$ cat src/rtl/muldiv_unit.sv
// Iterative RV32M multiply/divide unit for the execute stage.
// Multiplies take one cycle in MUL; divides use 32-step restoring division on magnitudes.
module muldiv_unit #(
    parameter int XLEN      = 32,
    parameter int DIV_CNT_W = 5
) (
    input  logic            clk,
    input  logic            rst_n,
    input  logic            start,
    input  logic [2:0]      funct3E,
    input  logic [XLEN-1:0] SrcAE,
    input  logic [XLEN-1:0] SrcBE,
    output logic            busy,
    output logic            result_valid,
    output logic [XLEN-1:0] result
);

    typedef enum logic [1:0] {
        S_IDLE = 2'd0,
        S_MUL  = 2'd1,
        S_DIV  = 2'd2,
        S_DONE = 2'd3
    } state_t;

    localparam logic [XLEN-1:0] ZERO_W   = {XLEN{1'b0}};
    localparam logic [XLEN-1:0] ONES_W   = {XLEN{1'b1}};
    localparam logic [XLEN-1:0] MIN_W    = {1'b1, {(XLEN-1){1'b0}}};
    localparam logic [XLEN-1:0] ONE_W    = {{(XLEN-1){1'b0}}, 1'b1};
    localparam logic [DIV_CNT_W-1:0] CNT_ONE = {{(DIV_CNT_W-1){1'b0}}, 1'b1};

    function automatic logic [XLEN-1:0] cond_neg(input logic [XLEN-1:0] v, input logic neg);
        return neg ? (~v + ONE_W) : v;
    endfunction

    state_t                 state_r;
    logic [2:0]             op_r;
    logic [XLEN-1:0]        opa_r;
    logic [XLEN-1:0]        opb_r;
    logic [XLEN-1:0]        dvs_r;
    logic [XLEN-1:0]        quo_r;
    logic [XLEN:0]          rem_r;
    logic [DIV_CNT_W-1:0]   cnt_r;
    logic [XLEN-1:0]        result_r;
    logic                   valid_r;

    logic                   in_signed_s;
    logic                   div_zero_s;
    logic                   ovf_s;
    logic [XLEN-1:0]        a_mag_s;
    logic [XLEN-1:0]        b_mag_s;
    logic [XLEN-1:0]        spec_res_s;
    logic [2*XLEN-1:0]      a_w_s;
    logic [2*XLEN-1:0]      b_w_s;
    logic [2*XLEN-1:0]      prod_s;
    logic [XLEN-1:0]        mul_res_s;
    logic [XLEN+1:0]        shift_s;
    logic [XLEN+1:0]        trial_s;
    logic [XLEN:0]          rem_nxt_s;
    logic [XLEN-1:0]        quo_nxt_s;
    logic                   div_signed_s;
    logic [XLEN-1:0]        div_res_s;

    // Operand decode, special-case detection, product and one restoring-division step.
    always_comb begin
        in_signed_s  = ~funct3E[0];
        div_zero_s   = (SrcBE == ZERO_W);
        ovf_s        = in_signed_s && (SrcAE == MIN_W) && (SrcBE == ONES_W);
        a_mag_s      = cond_neg(SrcAE, in_signed_s && SrcAE[XLEN-1]);
        b_mag_s      = cond_neg(SrcBE, in_signed_s && SrcBE[XLEN-1]);
        spec_res_s   = ZERO_W;
        if (funct3E[1]) begin
            spec_res_s = div_zero_s ? SrcAE : ZERO_W;
        end else begin
            spec_res_s = div_zero_s ? ONES_W : MIN_W;
        end

        // 33-bit extension of each operand, then sign-extended further so the 64-bit product is exact.
        a_w_s     = {{(XLEN-1){(op_r[1:0] != 2'b11) & opa_r[XLEN-1]}}, (op_r[1:0] != 2'b11) & opa_r[XLEN-1], opa_r};
        b_w_s     = {{(XLEN-1){(op_r[1:0] == 2'b01) & opb_r[XLEN-1]}}, (op_r[1:0] == 2'b01) & opb_r[XLEN-1], opb_r};
        prod_s    = a_w_s * b_w_s;
        mul_res_s = (op_r[1:0] == 2'b00) ? prod_s[XLEN-1:0] : prod_s[2*XLEN-1:XLEN];

        shift_s = {rem_r, quo_r[XLEN-1]};
        trial_s = shift_s - {2'b00, dvs_r};
        if (trial_s[XLEN+1]) begin
            rem_nxt_s = shift_s[XLEN:0];
            quo_nxt_s = {quo_r[XLEN-2:0], 1'b0};
        end else begin
            rem_nxt_s = trial_s[XLEN:0];
            quo_nxt_s = {quo_r[XLEN-2:0], 1'b1};
        end

        div_signed_s = ~op_r[0];
        if (op_r[1]) begin
            div_res_s = cond_neg(rem_nxt_s[XLEN-1:0], div_signed_s && opa_r[XLEN-1]);
        end else begin
            div_res_s = cond_neg(quo_nxt_s, div_signed_s && (opa_r[XLEN-1] ^ opb_r[XLEN-1]));
        end
    end

    // Control FSM with operand latching, iteration state and registered result.
    always_ff @(posedge clk or negedge rst_n) begin
        if (!rst_n) begin
            state_r  <= S_IDLE;
            op_r     <= 3'b000;
            opa_r    <= ZERO_W;
            opb_r    <= ZERO_W;
            dvs_r    <= ZERO_W;
            quo_r    <= ZERO_W;
            rem_r    <= {(XLEN+1){1'b0}};
            cnt_r    <= {DIV_CNT_W{1'b0}};
            result_r <= ZERO_W;
            valid_r  <= 1'b0;
        end else begin
            case (state_r)
                S_IDLE: begin
                    valid_r <= 1'b0;
                    if (start) begin
                        op_r  <= funct3E;
                        opa_r <= SrcAE;
                        opb_r <= SrcBE;
                        dvs_r <= b_mag_s;
                        quo_r <= a_mag_s;
                        rem_r <= {(XLEN+1){1'b0}};
                        cnt_r <= {DIV_CNT_W{1'b1}};
                        if (!funct3E[2]) begin
                            state_r <= S_MUL;
                        end else if (div_zero_s || ovf_s) begin
                            result_r <= spec_res_s;
                            valid_r  <= 1'b1;
                            state_r  <= S_DONE;
                        end else begin
                            state_r <= S_DIV;
                        end
                    end else begin
                        state_r <= S_IDLE;
                    end
                end
                S_MUL: begin
                    result_r <= mul_res_s;
                    valid_r  <= 1'b1;
                    state_r  <= S_DONE;
                end
                S_DIV: begin
                    rem_r <= rem_nxt_s;
                    quo_r <= quo_nxt_s;
                    if (cnt_r == {DIV_CNT_W{1'b0}}) begin
                        result_r <= div_res_s;
                        valid_r  <= 1'b1;
                        state_r  <= S_DONE;
                    end else begin
                        cnt_r <= cnt_r - CNT_ONE;
                    end
                end
                S_DONE: begin
                    valid_r <= 1'b0;
                    state_r <= S_IDLE;
                end
                default: begin
                    valid_r <= 1'b0;
                    state_r <= S_IDLE;
                end
            endcase
        end
    end

    // Stall must rise in the start cycle itself, so busy is decoded from state and start.
    assign busy         = rst_n && (((state_r == S_IDLE) && start) || (state_r == S_MUL) || (state_r == S_DIV));
    assign result_valid = valid_r;
    assign result       = result_r;

endmodule

$ cat config.mk
export PLATFORM = sky130hd
export DESIGN_NAME = muldiv_unit
export DESIGN_NICKNAME = d
export VERILOG_FILES = /design/src/rtl/muldiv_unit.sv
export SDC_FILE = /design/constraint.sdc
export NUM_CORES = 2
export LEC_CHECK = 0
export ABC_AREA = 1
export CORE_MARGIN = 1.5
export CORE_UTILIZATION = 50
export DETAILED_ROUTE_END_ITERATION = 7
export GPL_TIMING_DRIVEN = 0
export PLACE_DENSITY = 0.76
export SLEW_MARGIN = 40
export SYNTH_ARGS = -nofsm -noshare
export SYNTH_HDL_FRONTEND = slang
export SYNTH_SLANG_ARGS = --single-unit
export TNS_END_PERCENT = 30
$ cat constraint.sdc
create_clock -name clk -period 9.5 [get_ports clk]
set_input_delay 1.9 -clock clk [delete_from_list [all_inputs] [get_ports clk]]
set_output_delay 1.9 -clock clk [all_outputs]
set_load 0.02 [all_outputs]
**Word-level counts from Yosys, hierarchy flattened**

Cells that the tools add are included.
W data, S select, Z words.

- Bits in registers: 203
- Bits of input ports: 70
- Output and inout port bits: 34
- Word-level logic and storage cells: 92

- Add/sub/neg operators: 6
- Multipliers: 1
- Equality and inequality tests: 12
- Mux-type cells: 33
- Bitwise operators: 9
- Reductions and logical operators: 21

Operator list:

| kind | count |
|---|---|
| $mux W32 | 13 |
| $add A32 B1 Y32 const B | 4 |
| $not A32 Y32 | 4 |
| $pmux W32 S3 | 1 |
| $mux W33 | 2 |
| $pmux W33 S2 | 1 |
| $eq A32 B32 Y1 const B | 2 |
| $mul A33 B33 Y64 | 1 |
| $pmux W32 S2 | 1 |
| $sub A34 B32 Y34 | 1 |
| $logic_not A32 Y1 | 1 |
| $mux W31 | 1 |
| $ne A2 B2 Y1 const B | 6 |
| $mux W5 | 2 |
| $pmux W5 S2 | 1 |
| $logic_and A1 B1 Y1 | 8 |
| $pmux W2 S4 | 1 |
| $mux W1 | 6 |
| $mux W2 | 3 |
| $logic_not A5 Y1 | 1 |
| $reduce_and A5 Y1 | 1 |
| $sub A5 B1 Y5 const B | 1 |
| $eq A2 B1 Y1 const B | 2 |
| $eq A2 B2 Y1 const B | 2 |
| 10 further kinds | 16 |

**Depth between registers and ports, before layout**

- Depth in word-level cells: 8
- Gate-level depth with buffers: 37
- Depth with buffers taken out: 35

**Worst setup path before layout**

OpenSTA, ideal clock, no wires.

- Path type: reg-to-reg
- Start point: reg op_r[1]
- End point: reg result_r[30] (netlist: result[30])
- Setup time: 0.117 ns
- Arrival time: 7.774 ns
- Data required time: 9.383 ns
- Setup slack: 1.609 ns
- Cell stages (with the launch flop): 34
- Buffers on the path: 3
- Clock period less this slack: 7.891 ns
- Cell sequence: dfrtp_1 clkbuf_1 buf_2 buf_1 a21oi_1 fa_1 inv_1 fa_1 inv_1 fa_1 fa_1 inv_1 fa_1 inv_1 fa_1 inv_1 fa_1 fa_1 inv_1 ha_1 a21oi_1 inv_1 a31oi_1 o21ai_0 a221oi_1 nand2_1 nand2_1 nand3_1 xor2_1 nand2_1 a21oi_1 nand2_1 nand2_1 nand2_1

- Cells in the longest elaborated chain, start to end: 5
- Elaborated cells on any way between the ends: 10
- Classes of those cells: mul: 1; eq/ne: 2; mux: 4; bitwise: 2; reduce/logical: 1

RTL lines:

| element | RTL line | text |
|---|---|---|
| start, declared | 36 | `logic [2:0] op_r;` |
| start signal, assigned | 119 | `op_r <= funct3E;` |
| $ne A2 B2 Y1 or $eq A2 B1 Y1 (tied branches) | 78, 79 |  |
| $and A1 B1 Y1, on equally long branches | 78, 79 |  |
| $mul A33 B33 Y64 | 80 | `prod_s = a_w_s * b_w_s;` |
| $mux W32 | 81 | `mul_res_s = (op_r[1:0] == 2'b00) ? prod_s[XLEN-1:0] : prod_s[2*XLEN-1:XLEN];` |
| $pmux W32 S3 * | 115 | `case (state_r)` |
| end signal, assigned | 129 | `result_r <= spec_res_s;` |
| end signal, assigned | 140 | `result_r <= mul_res_s;` |
| end signal, assigned | 148 | `result_r <= div_res_s;` |
| end, declared | 43 | `logic [XLEN-1:0] result_r;` |

Every way passes the cells marked *; elsewhere a longest branch is shown, timed or not. The select of a mux whose other input is x is not followed.
A chain may end at the register's enable or synchronous reset.

**Worst setup path in the final report**

- Start point: reg opb_r[22]
- End point: reg result_r[1] (netlist: result[1])

- Cells in the longest elaborated chain, start to end: 3

RTL lines:

| element | RTL line | text |
|---|---|---|
| start, declared | 38 | `logic [XLEN-1:0] opb_r;` |
| start signal, assigned | 121 | `opb_r <= SrcBE;` |
| $mul A33 B33 Y64 | 80 |  |
| $mux W32 | 81 |  |
| $pmux W32 S3 | 115 |  |

Every way passes these cells.

==> metrics <==
status finished clean; # clock sinks 202; CP bufs+invs 9; die height 334 µm; Clock Path Buffers 3; Tcrit/Tclk final 99.0%; R2R depth 32; CTS Root Cell clkbuf_16; Worst setup SP type flop; # rows 121; Final Skew 0.0220 ns; synthesized net count 8758; area grow syn2layout 7.56%; DRT iter0 DRCs 5595; flip-flop and latch area 5050 µm²; share of the synthesized area in the top cell type 41.0%; RePlAce Congestion 1.04; NumNets Final 8908; f_max 106 MHz; die area 112000 µm²; initial antenna violation count 13; Multi-input gate area 41400 µm²; HPWL Detailed 196 mm; hold path start result[26]; mean routed wirelength per cell 25.5 µm; crit end category flop; 1st-pass router iterations 8; Levels on crit path 32; minimum clock period 9.41 ns; Mapped Area 54900 µm²; vias in the first global route 50810; Post-synth EDFFs 0; port buffer count 103; Via density 5.66; Crit path max-delay family adder cells; slowest stage delay, CP 0.67 ns; most used cell, CP fa_1; Antenna Nets Post-Route 0; Post-Syn Area per Cell 7.52 µm²; Distinct cells, synth 58; crit-path max FO 10; io pins 104; WP data arrival 9.88 ns; CTS HTree Levels 1; Post-synth ARST share 100%; Crit-path slowest cell clkbuf_1; final core utilization 54.3%; most frequent cells in the layout nand2_1 (1911), inv_1 (1907), fa_1 (1119), nor2_1 (332), clkbuf_1 (265); Yosys reg bits 202; die width 334 µm; CTS tree built; Reg clk slew, reported paths 0.07 ns; largest net degree at the start of global routing 72; most common cell after layout, fill and taps aside nand2_1; total negative setup slack 0 ns; Max-Cap Viols 0; Min-Delay Path Depth 2; HP Class flop to flop; Fin. Hold Viols 0; WS Path Type flop to flop; Post-Synthesis Cells 7305; share of layout cells above drive strength 1 3.61%; grt ovf 0; Core Region 109000 µm²; Main synth FF type dfrtp_1; fin. max-slew vios 0; filler cell count 10487; Synth area leader fa_1; RSZ-0062 raised after global routing yes; CTS buffer count 24; post-synthesis sequential area ratio 9.20%; Crit path required time 9.97 ns; Max-slew headroom 37.3%; routed vias 50323; Tot GR Track Use 41.2%; Initial Utilization 50.5%; crit path from opb_r[22]; Area contributors post-synth fa_1 (41%), nand2_1 (13%), inv_1 (13%), dfrtp_1 (9.2%), ha_1 (5.9%); Final Setup Violations 0; DRT Wirelength 226 mm; DRC 0; Clock Latency Late Sink 0.58 ns; FF-to-FF Start opb_r[22]; yosys warns 0; Tightest Pin Transition 0.941 ns; first-pass GRT wire length 334 mm
==> registers in the layout, indices dropped and copies added, names as in the netlist <==
name	count
rem_r	33
opa_r	32
opb_r	32
quo_r	32
result	32
dvs_r	31
cnt_r	5
op_r	2
state_r	2
result_valid	1
==> cell usage after synthesis (5+ instances only) <==
library cell and count:
xor2_1 47, or2_2 11, o21a_1 17, buf_1 8
a31oi_1 45, nand3_1 243, nand2_2 21, nor2_1 335
o211ai_1 35, nand2_4 5, o22ai_1 31, a21oi_1 227
xnor2_1 25, o21ai_0 227, o21bai_1 10, o221ai_1 38
ha_1 257, buf_2 10, dfrtp_1 202, a21o_1 17
inv_1 1910, nand2_1 1911, nand3b_1 12, clkbuf_1 336
and3_1 5, inv_2 12, clkinv_1 5, nor4_1 12
nand4_1 46, nor3_1 46, fa_1 1126, nor2_2 7
o21ai_1 16
==> metal layers <==
| metal | vias up | GRT usage (%) | share of wire (%) |
|---|---|---|---|
| met1 | 25035 | 53.6 | 38 |
| met3 | 647 | 11.5 | 12 |
| met5 | - | 0 | 0.035 |
| met2 | 2938 | 61.0 | 42 |
| li1 | 21691 | - | - |
| met4 | 12 | 25.4 | 7.8 |
==> final timing paths <==
check                             end  slack, ns
setup reg to reg            result[1]       0.09
hold reg to reg            result[26]       0.49
min in group asynchronous  result[15]       1.30
max in group asynchronous   opb_r[21]       7.04
hold / removal             result[26]       0.49
setup / recovery            result[1]       0.09
==> per-stage QoR <==
stage / hold slack [ns] / instances / setup WS, ns / instance area [µm²]
finish: 0.487 / 8889 / 0.0913 / 59100
global route: 0.502 / 8885 / -0.0977 / 59100
CTS: 0.485 / 8871 / -0.0545 / 58800
detailed placement: 0.466 / 8828 / -1.09 / 57900
global placement: 0.468 / 8822 / -3.50 / 57700
floorplan: 0.455 / 7305 / 1.61 / 54900
==> worst min-delay path, stage by stage (launching register included) <==
cell and delay [ns]:
dfrtp_1 0.35, nand2_1 0.05, nand2_1 0.05
==> kinds of logic (layout without fill, tap and decap cells) <==
group,after synthesis,in the layout,synth area share (%)
DFF,202,202,9.20
other,0,4,0
xor gates and xnor gates,72,72,1.15
AOI/OAI and AO/OA,687,687,7.22
adders and majority gates,1383,1383,46.9
buffers and inverters,2287,2453,15.7
and+or+nand+nor,2674,2674,19.8
==> repair_timing <==
action,in CTS,in global routing
pin swaps,1,3
setup endpoints to repair,20,28
cloned,0,2
setup buffers,1,14
hold buffers,0,0
gates resized for setup,18,64
==> final cells by class <==
class	count	area share (%)
diodes	4	0.0169
plain buffers	356	2.50
clock buffers	33	1.14
clock inverters	9	0.235
inverters	1927	12.3
multi-input cells	4816	70.1
flip-flops and latches	202	8.56
well taps	1414	3.00
repair buffers	126	2.13
repair inverters	2	0.0254
Power is left out: the tool's default activity adds up to more than one toggle a clock period on the data nets, which glitch-free logic cannot reach.
